==> config.mk <==
export PLATFORM = sky130hd
export DESIGN_NAME = seq_divider_flat
export DESIGN_NICKNAME = d
export VERILOG_FILES = /design/src/rtl/seq_divider_if.sv /design/src/rtl/seq_divider.sv /design/src/flat_wrapper.sv
export SDC_FILE = /design/constraint.sdc
export NUM_CORES = 1
export LEC_CHECK = 0
export ABC_AREA = 0
export CAP_MARGIN = 10
export CELL_PAD_IN_SITES_DETAIL_PLACEMENT = 1
export CELL_PAD_IN_SITES_GLOBAL_PLACEMENT = 1
export CORE_MARGIN = 2
export CORE_UTILIZATION = 36
export DETAILED_ROUTE_END_ITERATION = 16
export PLACE_DENSITY_LB_ADDON = 0.15
export SLEW_MARGIN = 20
export SYNTH_ARGS = -nofsm -noshare
export SYNTH_HDL_FRONTEND = slang
export SYNTH_SLANG_ARGS = --single-unit
==> constraint.sdc <==
create_clock -name clk -period 2.5 [get_ports clk]
set_input_delay 0.25 -clock clk [delete_from_list [all_inputs] [get_ports clk]]
set_output_delay 0.25 -clock clk [all_outputs]
set_load 0.05 [all_outputs]
==> src/rtl/seq_divider_if.sv <==
// Handshake/data bundle between a requester and the sequential divider.
// Latency: none, wires only.
// Backpressure: start is dropped by the divider while busy; nothing is queued.
// Ports: start/data_in (requester -> divider); busy/done/div_by_zero/quotient/remainder (divider -> requester).
interface seq_divider_if #(
    parameter int WIDTH = 16
);
    logic             start;
    logic [WIDTH-1:0] data_in;
    logic             busy;
    logic             done;
    logic             div_by_zero;
    logic [WIDTH-1:0] quotient;
    logic [WIDTH-1:0] remainder;

    modport master (
        output start,
        output data_in,
        input  busy,
        input  done,
        input  div_by_zero,
        input  quotient,
        input  remainder
    );

    modport slave (
        input  start,
        input  data_in,
        output busy,
        output done,
        output div_by_zero,
        output quotient,
        output remainder
    );
endinterface

==> src/rtl/seq_divider.sv <==
// Unsigned divider using repeated subtraction: a remainder/divisor/quotient datapath driven by a small FSM.
// Latency: done is registered high after edge floor(N/D)+2, or after edge 2 when D is 0.
// Backpressure: start is sampled only in IDLE; while busy (including the DONE cycle) it is ignored.
// Ports: clk, rst_n (async active-low); bus.slave carries start, data_in (dividend, then divisor
//        on the next cycle), busy, done, div_by_zero, quotient, remainder.
module seq_divider #(
    parameter int WIDTH = 16
) (
    input  logic         clk,
    input  logic         rst_n,
    seq_divider_if.slave bus
);

    typedef enum logic [1:0] {
        IDLE = 2'd0,
        LDB  = 2'd1,
        RUN  = 2'd2,
        DONE = 2'd3
    } state_t;

    state_t           state;
    logic [WIDTH-1:0] rem_q;
    logic [WIDTH-1:0] div_q;
    logic [WIDTH-1:0] quo_q;
    logic             busy_q;
    logic             done_q;
    logic             dbz_q;

    // The comparator guards the subtractor, so R-D never wraps.
    logic             rem_ge_div;
    logic             div_is_zero;
    logic [WIDTH-1:0] rem_minus_div;

    assign rem_ge_div    = (rem_q >= div_q);
    assign div_is_zero   = (div_q == '0);
    assign rem_minus_div = rem_q - div_q;

    always_ff @(posedge clk or negedge rst_n) begin
        if (!rst_n) begin
            state  <= IDLE;
            rem_q  <= '0;
            div_q  <= '0;
            quo_q  <= '0;
            busy_q <= 1'b0;
            done_q <= 1'b0;
            dbz_q  <= 1'b0;
        end else begin
            done_q <= 1'b0;
            case (state)
                IDLE: begin
                    if (bus.start) begin
                        rem_q  <= bus.data_in;
                        quo_q  <= '0;
                        dbz_q  <= 1'b0;
                        busy_q <= 1'b1;
                        state  <= LDB;
                    end
                end
                LDB: begin
                    div_q <= bus.data_in;
                    state <= RUN;
                end
                RUN: begin
                    if (div_is_zero) begin
                        // Saturated quotient flags the error; dividend stays in R.
                        dbz_q  <= 1'b1;
                        quo_q  <= '1;
                        done_q <= 1'b1;
                        state  <= DONE;
                    end else if (rem_ge_div) begin
                        rem_q <= rem_minus_div;
                        quo_q <= quo_q + 1'b1;
                    end else begin
                        done_q <= 1'b1;
                        state  <= DONE;
                    end
                end
                DONE: begin
                    busy_q <= 1'b0;
                    state  <= IDLE;
                end
                default: begin
                    busy_q <= 1'b0;
                    state  <= IDLE;
                end
            endcase
        end
    end

    assign bus.busy        = busy_q;
    assign bus.done        = done_q;
    assign bus.div_by_zero = dbz_q;
    assign bus.quotient    = quo_q;
    assign bus.remainder   = rem_q;

endmodule

==> src/flat_wrapper.sv <==
// flat-port wrapper written by rule: the top's interface ports become plain ports
module seq_divider_flat 
#(
    parameter int WIDTH = 16
)
  (clk, rst_n, bus_start, bus_data_in, bus_busy, bus_done, bus_div_by_zero, bus_quotient, bus_remainder);
  seq_divider_if #(.WIDTH(WIDTH)) bus_i ();
  input  logic clk;
  input  logic rst_n;
  input wire logic [$bits(bus_i.start)-1:0] bus_start;
  input wire logic [$bits(bus_i.data_in)-1:0] bus_data_in;
  output wire logic [$bits(bus_i.busy)-1:0] bus_busy;
  output wire logic [$bits(bus_i.done)-1:0] bus_done;
  output wire logic [$bits(bus_i.div_by_zero)-1:0] bus_div_by_zero;
  output wire logic [$bits(bus_i.quotient)-1:0] bus_quotient;
  output wire logic [$bits(bus_i.remainder)-1:0] bus_remainder;
  assign bus_i.start = bus_start;
  assign bus_i.data_in = bus_data_in;
  assign bus_busy = bus_i.busy;
  assign bus_done = bus_i.done;
  assign bus_div_by_zero = bus_i.div_by_zero;
  assign bus_quotient = bus_i.quotient;
  assign bus_remainder = bus_i.remainder;
  seq_divider #(.WIDTH(WIDTH)) u_core (.clk(clk), .rst_n(rst_n), .bus(bus_i));
endmodule
==> tab_implementation.tex, run 1 <==
\begin{tabular}{lr}
\hline
Metric & Value \\
\hline
\multicolumn{2}{l}{\textbf{Global route}} \\
Total global routing overflow & 0 \\
GR met2 Demand/Resource & 36.0\% \\
Global routing met1 resource utilization & 25.3\% \\
Wire length of the first global-routing pass & 16400 um \\
Met3 capacity usage during global routing & 2.53\% \\
Antenna violations before repair & 0 \\
Aggregate global-route resource usage & 20.0\% \\
Maximum number of pins on one net before global-route repair & 35 \\
Most heavily used metal layer in global routing & met2 \\
Number of global-route vias before repair & 3307 \\
\multicolumn{2}{l}{\textbf{STA}} \\
Worst Hold Margin & -0.00601 ns \\
Sum of negative setup slack & -0.747 ns \\
Post-Route Skew & 0.00979 ns \\
Fmax & 392 MHz \\
Max-Slew Margin vs Limit & 50.2\% \\
Setup repair after global routing missed its margin & true \\
Fin. Hold Viols & 10 \\
Clock period minus worst slack & 2.55 ns \\
Final setup violating endpoints & 29 \\
PnR worst setup slack & -0.0489 ns \\
Max Transition Viols Final & 0 \\
Slew at the pin closest to its max-slew limit & 0.747 ns \\
Final critical-path share of the clock period & 102\% \\
\multicolumn{2}{l}{\textbf{Synthesis}} \\
Post-synthesis sequential area ratio & 38.3\% \\
Count of mapped cells out of synthesis & 402 \\
Number of enable flip-flop cells after synthesis & 0 \\
Synthesized Nets & 443 \\
Number of distinct library cells after synthesis & 50 \\
Syn avg cell area & 8.61 um2 \\
Register bit total from synthesis & 53 \\
Cell area after technology mapping & 0.00346 mm2 \\
Share of flip-flops with an asynchronous set or reset & 100\% \\
Most common flop cell mapped by yosys & dfrtp\_1 \\
Warning count from the yosys run & 0 \\
\multicolumn{2}{l}{\textbf{Layout}} \\
Footprint of the multi-input gates & 0.00222 mm2 \\
Most common cell after layout, fill and taps aside & clkdlybuf4s50\_1 \\
Final-layout fill cell count & 1086 \\
Signed area change from the synthesized netlist to the final layout & 38.4\% \\
Share of post-route cells with drive strength above 1 & 24.4\% \\
ANT cells & 0 \\
Fraction of the core area covered by cells at the end of the flow & 51.6\% \\
Commonest non-fill, non-tap cells in the layout & 52 x clkdlybuf4s50\_1, 49 x nand2\_1, 42 x dfrtp\_1 \\
Sequential Area & 0.00134 mm2 \\
Layout net count & 519 \\
\multicolumn{2}{l}{\textbf{Critical path}} \\
End of the worst register-to-register path & u\_core.bus.quotient[13] \\
WP data arrival & 2.80 ns \\
Worst-path fanout max & 6 \\
Launch point of the worst reg-to-reg path & u\_core.bus.remainder[12] \\
Kind of end point of the critical path & flop \\
WS Path Type & reg -> reg \\
Required time of the critical path & 2.75 ns \\
Worst reg2reg setup slack & -0.05 ns \\
Worst setup SP type & flop \\
Reg2Reg Depth & 9 \\
\multicolumn{2}{l}{\textbf{Floorplan}} \\
Die W & 102 um \\
Height of the die & 102 um \\
Ports & 54 \\
Count of standard-cell rows & 35 \\
Initial cell density of the core & 37.3\% \\
Die Outline Area & 0.0104 mm2 \\
Core footprint & 0.00928 mm2 \\
\multicolumn{2}{l}{\textbf{Route}} \\
Post-detailed-routing wire length & 11000 um \\
Number of nets with antenna violations after routing & 0 \\
Vias per std cell & 5.43 \\
Starting DRT DRC Count & 82 \\
1st-pass router iterations & 4 \\
Count of unresolved DRC violations after routing & 0 \\
Total vias in the final route & 3299 \\
Per-cell routed wire length & 18.1 um \\
\multicolumn{2}{l}{\textbf{Flow run}} \\
Max-capacitance violation count & 0 \\
\multicolumn{2}{l}{\textbf{Place}} \\
GP Congestion & 0.812 \\
Buffers on Ports & 53 \\
Placed wire-length estimate & 7610 um \\
\multicolumn{2}{l}{\textbf{Clock network}} \\
Root Buffer Master & clkbuf\_8 \\
H-tree levels & 2 \\
Largest buffer count on any clock path & 2 \\
Count of clock tree sinks & 53 \\
Clock transition at the registers of the reported paths & 0.10 ns \\
Hold buffer count at cts & 0 \\
Worst-Skew Late Latency & 0.31 ns \\
Number of buffers created by CTS & 5 \\
TritonCTS clock tree & done \\
\multicolumn{2}{l}{\textbf{Worst hold path}} \\
Hold WC Path Type & in -> async \\
\multicolumn{2}{l}{\textbf{Run status}} \\
Failing checks & hold timing, setup timing \\
Result of the run & finished with violations \\
\hline
\end{tabular}
stage by stage:
step	setup WS (ns)	hold WS, ns	area [um2]	std cells
6_report	-0.0489	-0.00601	4790	608
5_1_grt	-0.155	0.0461	4790	608
4_1_cts	-0.0110	0.0137	4420	595
3_5_place_dp	0.0163	0.358	4340	587
3_3_place_gp	0.0305	0.361	4340	587
2_1_floorplan	-0.0511	-0.0456	3580	402
layer usage:
metal | vias to the layer above | share of wire (%)
li1 | 1576 | -
met1 | 1642 | 44
met2 | 68 | 52
met3 | 13 | 2.5
met4 | 0 | 1.2
met5 | - | 0
Yosys cell counts (5+ instances only):
library cell,number,share of area (%)
a31oi_1,7,1.3
mux2i_1,12,3.5
inv_1,26,2.8
o21ai_0,31,4.5
nor4_1,6,1.1
nand2_1,52,5.6
dfrtp_1,53,38
a21oi_2,7,1.8
nand4_1,7,1.3
nand3_1,11,1.6
a21oi_1,50,7.2
nor2_1,32,3.5
xnor2_1,7,1.8
ha_1,21,7.6
o21a_1,6,1.3
xor2_1,5,1.3
clkbuf_1,10,1.1
timing repair:
item | 4_1_cts | 5_1_grt
gates cloned | 0 | 4
buffers inserted | 0 | 9
pin swaps | 0 | 1
resized for setup | 0 | 51
endpoints found under the setup margin | 2 | 33
logic make-up after synthesis:
kind of cell,Yosys count,synth area share [%]
compound gates,132,23.9
xor+xnor,12,3.04
fa+ha+maj,22,8.17
buf+inv,45,5.86
flops,53,38.3
mux,16,4.77
simple gates,122,15.9
worst max-delay path, stage by stage, from the launching register on:
cell	delay (ns)
dfrtp_2	0.47
ha_4	0.33
nand2_4	0.07
or4_4	0.52
a311oi_4	0.28
nor3_4	0.09
a31oi_4	0.33
clkbuf_16	0.23
a21oi_2	0.05
a21oi_2	0.10
worst max-delay path by stage:
stage | from | endpoint | slack, ns | depth (start not counted)
3_3_place_gp | u_core.div_q[15] | u_core.bus.remainder[9] | 0.03 | 10
2_1_floorplan | u_core.bus.remainder[9] | u_core.bus.quotient[0] | -0.05 | 8
5_1_grt | u_core.div_q[14] | u_core.bus.quotient[6] | -0.15 | 10
4_1_cts | u_core.div_q[15] | u_core.bus.quotient[1] | -0.01 | 10
6_report | u_core.bus.remainder[12] | u_core.bus.quotient[13] | -0.05 | 9
3_5_place_dp | u_core.div_q[15] | u_core.bus.quotient[1] | 0.02 | 10
cell type report:
class	instances	area share, %
well taps	129	3.37
multi-input cells	304	46.4
clock inverters	2	0.209
flip-flops and latches	53	28.0
clock buffers	6	1.52
inverters	26	2.04
repair buffers	88	18.5
state kept, by name, indices dropped and copies added (netlist names):
name / cells
u_core.bus.busy: 1
u_core.bus.remainder: 16
u_core.bus.quotient: 16
u_core.state: 2
u_core.div_q: 16
u_core.bus.div_by_zero: 1
u_core.bus.done: 1
Power of run 1 is not shown: default switching activity piles up to over one toggle a cycle in this logic, so the estimate is an artifact.
==> inputs of run 2 (changes only) <==
- CORE_MARGIN: 2 -> 4
==> tab_implementation.tex, run 2 (synthesized netlist as in run 1, its figures left out) <==
\begin{tabular}{lr}
\hline
Metric & Value \\
\hline
\multicolumn{2}{l}{\textbf{Critical path}} \\
Buffers and inverters on the worst path & 2 (was 1) \\
Cells traversed along the worst timing path & inv\_1 > ha\_4 > nand2\_4 > or4\_4 > a311oi\_4 > nor3\_4 > a31oi\_4 > buf\_12 > mux2\_2 (was ha\_4 > nand2\_4 > or4\_4 > a311oi\_4 > nor3\_4 > a31oi\_4 > clkbuf\_16 > a21oi\_2 > a21oi\_2) \\
Worst reg2reg setup slack & -0.03 ns (was -0.05 ns) \\
WS Path Type & reg -> reg (unchanged) \\
Maximum cell stage delay along the critical path & 0.57 ns (was 0.52 ns) \\
Worst setup SP type & flop (unchanged) \\
End of the worst register-to-register path & u\_core.bus.quotient[0] (was u\_core.bus.quotient[13]) \\
Reg2Reg Depth & 9 (unchanged) \\
CP max stage cell & or4\_4 (unchanged) \\
WP data arrival & 2.74 ns (was 2.80 ns) \\
Launch point of the worst reg-to-reg path & u\_core.div\_q[15] (was u\_core.bus.remainder[12]) \\
Top delay family on crit path & simple AND/OR/NAND/NOR gates (was compound AO/OA/AOI/OAI gates) \\
Worst-path fanout max & 6 (unchanged) \\
Required time of the critical path & 2.71 ns (was 2.75 ns) \\
Kind of end point of the critical path & flop (unchanged) \\
\multicolumn{2}{l}{\textbf{STA}} \\
Final setup violating endpoints & 2 (was 29) \\
Fmax & 395 MHz (was 392 MHz) \\
Slew at the pin closest to its max-slew limit & 0.600 ns (was 0.747 ns) \\
Worst Hold Margin & 0.449 ns (was -0.00601 ns) \\
Clock period minus worst slack & 2.53 ns (was 2.55 ns) \\
PnR worst setup slack & -0.0344 ns (was -0.0489 ns) \\
Final critical-path share of the clock period & 101\% (was 102\%) \\
Max Transition Viols Final & 0 (unchanged) \\
Post-Route Skew & 0.00685 ns (was 0.00979 ns) \\
Max-Slew Margin vs Limit & 60.0\% (was 50.2\%) \\
Fin. Hold Viols & 0 (was 10) \\
Setup repair after global routing missed its margin & true (unchanged) \\
\multicolumn{2}{l}{\textbf{Route}} \\
1st-pass router iterations & 4 (unchanged) \\
Per-cell routed wire length & 17.3 um (was 18.1 um) \\
Number of nets with antenna violations after routing & 0 (unchanged) \\
Count of unresolved DRC violations after routing & 0 (unchanged) \\
Total vias in the final route & 3248 (was 3299) \\
Starting DRT DRC Count & 80 (was 82) \\
Vias per std cell & 5.33 (was 5.43) \\
Post-detailed-routing wire length & 10600 um (was 11000 um) \\
\multicolumn{2}{l}{\textbf{Layout}} \\
ANT cells & 0 (unchanged) \\
Sequential Area & 0.00134 mm2 (unchanged) \\
Signed area change from the synthesized netlist to the final layout & 37.5\% (was 38.4\%) \\
Commonest non-fill, non-tap cells in the layout & 52 x clkdlybuf4s50\_1, 50 x nand2\_1, 42 x dfrtp\_1 (was 52 x clkdlybuf4s50\_1, 49 x nand2\_1, 42 x dfrtp\_1) \\
Most common cell after layout, fill and taps aside & clkdlybuf4s50\_1 (unchanged) \\
Final-layout fill cell count & 1096 (was 1086) \\
Layout net count & 520 (was 519) \\
Footprint of the multi-input gates & 0.00216 mm2 (was 0.00222 mm2) \\
Share of post-route cells with drive strength above 1 & 21.7\% (was 24.4\%) \\
Final Non-Filler Cells & 609 (was 608) \\
\multicolumn{2}{l}{\textbf{Global route}} \\
Total global routing overflow & 0 (unchanged) \\
Global routing met1 resource utilization & 23.5\% (was 25.3\%) \\
Wire length of the first global-routing pass & 17200 um (was 16400 um) \\
Number of global-route vias before repair & 3507 (was 3307) \\
Maximum number of pins on one net before global-route repair & 35 (unchanged) \\
Aggregate global-route resource usage & 18.8\% (was 20.0\%) \\
Most heavily used metal layer in global routing & met2 (unchanged) \\
Met3 capacity usage during global routing & 2.49\% (was 2.53\%) \\
GR met2 Demand/Resource & 34.3\% (was 36.0\%) \\
Antenna violations before repair & 0 (unchanged) \\
\multicolumn{2}{l}{\textbf{Floorplan}} \\
Die Outline Area & 0.0112 mm2 (was 0.0104 mm2) \\
Count of standard-cell rows & 35 (unchanged) \\
Core footprint & 0.00928 mm2 (unchanged) \\
Initial cell density of the core & 37.3\% (unchanged) \\
Height of the die & 106 um (was 102 um) \\
Die W & 106 um (was 102 um) \\
Ports & 54 (unchanged) \\
\multicolumn{2}{l}{\textbf{Run status}} \\
Failing checks & setup timing (was hold timing, setup timing) \\
Result of the run & finished with violations (unchanged) \\
\multicolumn{2}{l}{\textbf{Place}} \\
Placed wire-length estimate & 7700 um (was 7610 um) \\
Post-placement cell count & 587 (unchanged) \\
GP Congestion & 0.909 (was 0.812) \\
Buffers on Ports & 53 (unchanged) \\
\multicolumn{2}{l}{\textbf{Clock network}} \\
Root Buffer Master & clkbuf\_8 (unchanged) \\
H-tree levels & 2 (unchanged) \\
Largest buffer count on any clock path & 2 (unchanged) \\
Worst-Skew Late Latency & 0.31 ns (about the same) \\
Clock transition at the registers of the reported paths & 0.10 ns (about the same) \\
Count of clock tree sinks & 53 (unchanged) \\
Number of buffers created by CTS & 5 (unchanged) \\
TritonCTS clock tree & done (unchanged) \\
\multicolumn{2}{l}{\textbf{Worst hold path}} \\
Hold WC Path Type & in -> async (unchanged) \\
\multicolumn{2}{l}{\textbf{Flow run}} \\
Max-capacitance violation count & 0 (unchanged) \\
\hline
\end{tabular}
## run 2: cell types whose count changed in the layout (fill, tap and decap cells not counted), sizes merged
| cell | before | now |
|---|---|---|
| dlygate4sd3 | 0 | 1 |
| clkinv | 2 | 1 |
| clkbuf | 10 | 8 |
| buf | 32 | 34 |
| bufinv | 0 | 1 |
## run 2: worst max path at each step
| stage | start | to | slack (ns) | cells past startpoint |
|---|---|---|---|---|
| 3_3_place_gp | u_core.div_q[15] | u_core.bus.remainder[9] | 0.02 | 10 |
| 2_1_floorplan | u_core.bus.remainder[9] | u_core.bus.quotient[0] | -0.05 | 8 |
| 5_1_grt | u_core.bus.remainder[15] | u_core.bus.quotient[1] | -0.11 | 10 |
| 3_5_place_dp | u_core.div_q[15] | u_core.bus.quotient[7] | -0.02 | 10 |
| 6_report | u_core.div_q[15] | u_core.bus.quotient[0] | -0.03 | 9 |
| 4_1_cts | u_core.bus.remainder[14] | u_core.bus.quotient[1] | 0.02 | 9 |
## run 2: metrics by stage
stage                     setup TNS [ns]  utilization [%]  worst slack, ns  cell area (um2)
after floorplan                  -0.0769                -          -0.0511             3580
after global placement                 0             46.9           0.0185             4350
after detailed placement         -0.0840             46.9          -0.0223             4350
after CTS                              0             48.2           0.0152             4480
after global routing               -1.25             51.2           -0.110             4760
final                            -0.0510             51.2          -0.0344             4760
## run 2: worst register-to-register path: cells and delay by family, from the launching register on
family	cells	cell delay [ns]
flops	1	0.37
mux	1	0.32
fa+ha+maj	1	0.31
simple gates	3	0.71
buf+inv	2	0.23
compound gates	2	0.49
## run 2: area by class of cell
type | count | area share, %
Clock buffer | 6 | 1.53
Clock inverter | 2 | 0.736
Inverter | 26 | 2.05
Multi-Input combinational cell | 304 | 45.5
Sequential cell | 53 | 28.2
Tap cell | 129 | 3.39
Timing Repair Buffer | 89 | 18.6
## run 2: routing by layer
metal,vias up,share of wire (%)
met3,13,2.7
met2,64,52
li1,1583,-
met4,0,1.5
met5,-,0
met1,1588,44
## run 2: repair_timing
action / in CTS / in global routing
pin swaps: 0 / 5
hold endpoints to repair: 18 / 0
endpoints found under the setup margin: 25 / 32
resized for setup: 0 / 29
gates cloned: 0 / 3
hold buffers: 1 / 0
buffers inserted: 1 / 9
Power of run 2 is left out for the same reason.
==> inputs of run 3 (changes only) <==
==> constraint.sdc (replaced) <==
create_clock -name clk -period 2.5 [get_ports clk]
set_input_delay 0.25 -clock clk [delete_from_list [all_inputs] [get_ports clk]]
set_output_delay 0.25 -clock clk [all_outputs]
set_load 0.1 [all_outputs]
==> tab_implementation.tex, run 3 (synthesized netlist as in run 1, its figures left out) <==
\begin{tabular}{lr}
\hline
Metric & Value \\
\hline
\multicolumn{2}{l}{\textbf{Run status}} \\
Result of the run & finished with violations (unchanged) \\
Failing checks & setup timing (unchanged) \\
\multicolumn{2}{l}{\textbf{Floorplan}} \\
Core footprint & 0.00928 mm2 (unchanged) \\
Height of the die & 106 um (unchanged) \\
Die Outline Area & 0.0112 mm2 (unchanged) \\
Die W & 106 um (unchanged) \\
Initial cell density of the core & 37.3\% (unchanged) \\
Count of standard-cell rows & 35 (unchanged) \\
Ports & 54 (unchanged) \\
\multicolumn{2}{l}{\textbf{Place}} \\
GP Congestion & 0.868 (was 0.909) \\
Instance area after placement & 0.00436 mm2 (was 0.00435 mm2) \\
Buffers on Ports & 53 (unchanged) \\
Placed wire-length estimate & 7690 um (was 7700 um) \\
\multicolumn{2}{l}{\textbf{Global route}} \\
Maximum number of pins on one net before global-route repair & 54 (was 35) \\
Antenna violations before repair & 0 (unchanged) \\
Wire length of the first global-routing pass & 16800 um (was 17200 um) \\
Number of global-route vias before repair & 3403 (was 3507) \\
Met3 capacity usage during global routing & 2.61\% (was 2.49\%) \\
Most heavily used metal layer in global routing & met2 (unchanged) \\
GR met2 Demand/Resource & 32.6\% (was 34.3\%) \\
Aggregate global-route resource usage & 18.3\% (was 18.8\%) \\
Total global routing overflow & 0 (unchanged) \\
Global routing met1 resource utilization & 23.2\% (was 23.5\%) \\
\multicolumn{2}{l}{\textbf{Clock network}} \\
Root Buffer Master & clkbuf\_8 (unchanged) \\
TritonCTS clock tree & done (unchanged) \\
Worst-Skew Late Latency & 0.32 ns (was 0.31 ns) \\
H-tree levels & 2 (unchanged) \\
Hold buffer count at cts & 0 (was 1) \\
Count of clock tree sinks & 53 (unchanged) \\
Largest buffer count on any clock path & 2 (unchanged) \\
Number of buffers created by CTS & 5 (unchanged) \\
Clock transition at the registers of the reported paths & 0.11 ns (was 0.10 ns) \\
\multicolumn{2}{l}{\textbf{Critical path}} \\
WP data arrival & 2.74 ns (about the same) \\
CP max stage cell & or4\_4 (unchanged) \\
Worst setup path start & u\_core.bus.remainder[14] (was u\_core.div\_q[15]) \\
Reg2Reg Depth & 9 (unchanged) \\
Worst setup SP type & flop (unchanged) \\
WS Path Type & reg -> reg (unchanged) \\
Worst-path fanout max & 7 (was 6) \\
Kind of end point of the critical path & flop (unchanged) \\
Cells traversed along the worst timing path & ha\_4 > nand2\_2 > or4\_4 > a311oi\_4 > o31a\_2 > o21ba\_4 > buf\_12 > nor2\_1 > a21oi\_1 (was inv\_1 > ha\_4 > nand2\_4 > or4\_4 > a311oi\_4 > nor3\_4 > a31oi\_4 > buf\_12 > mux2\_2) \\
Launch point of the worst reg-to-reg path & u\_core.bus.remainder[14] (was u\_core.div\_q[15]) \\
Maximum cell stage delay along the critical path & 0.56 ns (was 0.57 ns) \\
Worst reg2reg setup slack & -0.007 ns (was -0.03 ns) \\
End of the worst register-to-register path & u\_core.bus.remainder[1] (was u\_core.bus.quotient[0]) \\
Worst setup path end & u\_core.bus.remainder[1] (was u\_core.bus.quotient[0]) \\
Required time of the critical path & 2.73 ns (was 2.71 ns) \\
\multicolumn{2}{l}{\textbf{STA}} \\
Clock period minus worst slack & 2.51 ns (was 2.53 ns) \\
PnR worst setup slack & -0.00701 ns (was -0.0344 ns) \\
Slew at the pin closest to its max-slew limit & 0.712 ns (was 0.600 ns) \\
Fmax & 399 MHz (was 395 MHz) \\
Max Transition Viols Final & 0 (unchanged) \\
Max-Slew Margin vs Limit & 52.5\% (was 60.0\%) \\
Setup repair after global routing missed its margin & true (unchanged) \\
Final critical-path share of the clock period & 100\% (was 101\%) \\
Fin. Hold Viols & 0 (unchanged) \\
Final setup violating endpoints & 1 (was 2) \\
Post-Route Skew & 0.0109 ns (was 0.00685 ns) \\
\multicolumn{2}{l}{\textbf{Layout}} \\
Most common cell after layout, fill and taps aside & buf\_4 (was clkdlybuf4s50\_1) \\
ANT cells & 0 (unchanged) \\
Final-layout fill cell count & 1124 (was 1096) \\
Commonest non-fill, non-tap cells in the layout & 66 x buf\_4, 49 x nand2\_1, 36 x dfrtp\_1 (was 52 x clkdlybuf4s50\_1, 50 x nand2\_1, 42 x dfrtp\_1) \\
Signed area change from the synthesized netlist to the final layout & 34.3\% (was 37.5\%) \\
Cell area after layout & 0.00465 mm2 (was 0.00476 mm2) \\
Layout net count & 520 (unchanged) \\
Fraction of the core area covered by cells at the end of the flow & 50.1\% (was 51.2\%) \\
Share of post-route cells with drive strength above 1 & 32.7\% (was 21.7\%) \\
\multicolumn{2}{l}{\textbf{Route}} \\
Number of nets with antenna violations after routing & 0 (unchanged) \\
Post-detailed-routing wire length & 10400 um (was 10600 um) \\
Starting DRT DRC Count & 81 (was 80) \\
Count of unresolved DRC violations after routing & 0 (unchanged) \\
Total vias in the final route & 3276 (was 3248) \\
Vias per std cell & 5.38 (was 5.33) \\
Per-cell routed wire length & 17.0 um (was 17.3 um) \\
1st-pass router iterations & 4 (unchanged) \\
\multicolumn{2}{l}{\textbf{Worst hold path}} \\
Hold WC Path Type & in -> async (unchanged) \\
\multicolumn{2}{l}{\textbf{Flow run}} \\
Max-capacitance violation count & 0 (unchanged) \\
\hline
\end{tabular}
run 3: changes by cell type in the layout (fill, tap and decap cells not counted), moves of 4 or more:
cell / before / now
a21oi_2: 19 / 24
buf_4: 28 / 66
clkdlybuf4s50_1: 52 / 17
dfrtp_1: 42 / 36
dfrtp_4: 0 / 9
ha_2: 0 / 4
nor2_1: 30 / 25
nor2_4: 0 / 5
run 3: worst max-delay path, delay by kind of cell, from the launching register on:
kind                     cells  cell delay (ns)
buffers and inverters        1             0.17
AO/OA/AOI/OAI                4             0.82
adder cells (fa/ha/maj)      1             0.28
AND/OR/NAND/NOR              3             0.65
flip-flops                   1             0.51
run 3: area by class of cell:
class	count	area, um2	share of cell area, %
tap	129	161	3.47
sequential	53	1370	29.5
inverter	26	97.6	2.10
clock inverter	2	13.8	0.296
multi-input combinational	304	2170	46.8
clock buffer	6	72.6	1.56
timing repair buffer	89	758	16.3
run 3: worst min path at each step:
stage,startpoint,endpoint,slack (ns),cells past startpoint
floorplan,rst_n,u_core.bus.busy,-0.05,0
global placement,rst_n,u_core.bus.busy,0.44,2
detailed placement,rst_n,u_core.bus.busy,0.44,2
CTS,rst_n,u_core.div_q[6],0.09,2
global route,rst_n,u_core.bus.busy,0.11,2
finish,rst_n,u_core.bus.busy,0.05,2
run 3: per-stage QoR:
| stage | setup WS, ns | hold slack (ns) | cells | setup TNS (ns) |
|---|---|---|---|---|
| 2_1_floorplan | -0.162 | -0.0456 | 402 | -2.80 |
| 3_3_place_gp | 0.0671 | 0.439 | 594 | 0 |
| 3_5_place_dp | -0.0289 | 0.438 | 594 | -0.0433 |
| 4_1_cts | -0.0197 | 0.0864 | 602 | -0.0640 |
| 5_1_grt | -0.106 | 0.115 | 609 | -1.31 |
| 6_report | -0.00701 | 0.0467 | 609 | -0.00701 |
run 3: timing repair:
| item | CTS | global route |
|---|---|---|
| endpoints found under the hold margin | 0 | 0 |
| cloned | 0 | 1 |
| resized for setup | 1 | 34 |
| setup buffers | 0 | 6 |
| pin swaps | 0 | 3 |
| endpoints found under the setup margin | 10 | 33 |
run 3: metal layers:
layer | part of all wire (%) | wire length (um)
met3 | 3.1 | 322
met2 | 50 | 5210
met1 | 45 | 4680
met5 | 0 | 0
met4 | 1.6 | 168
Power of run 3 is left out for the same reason.
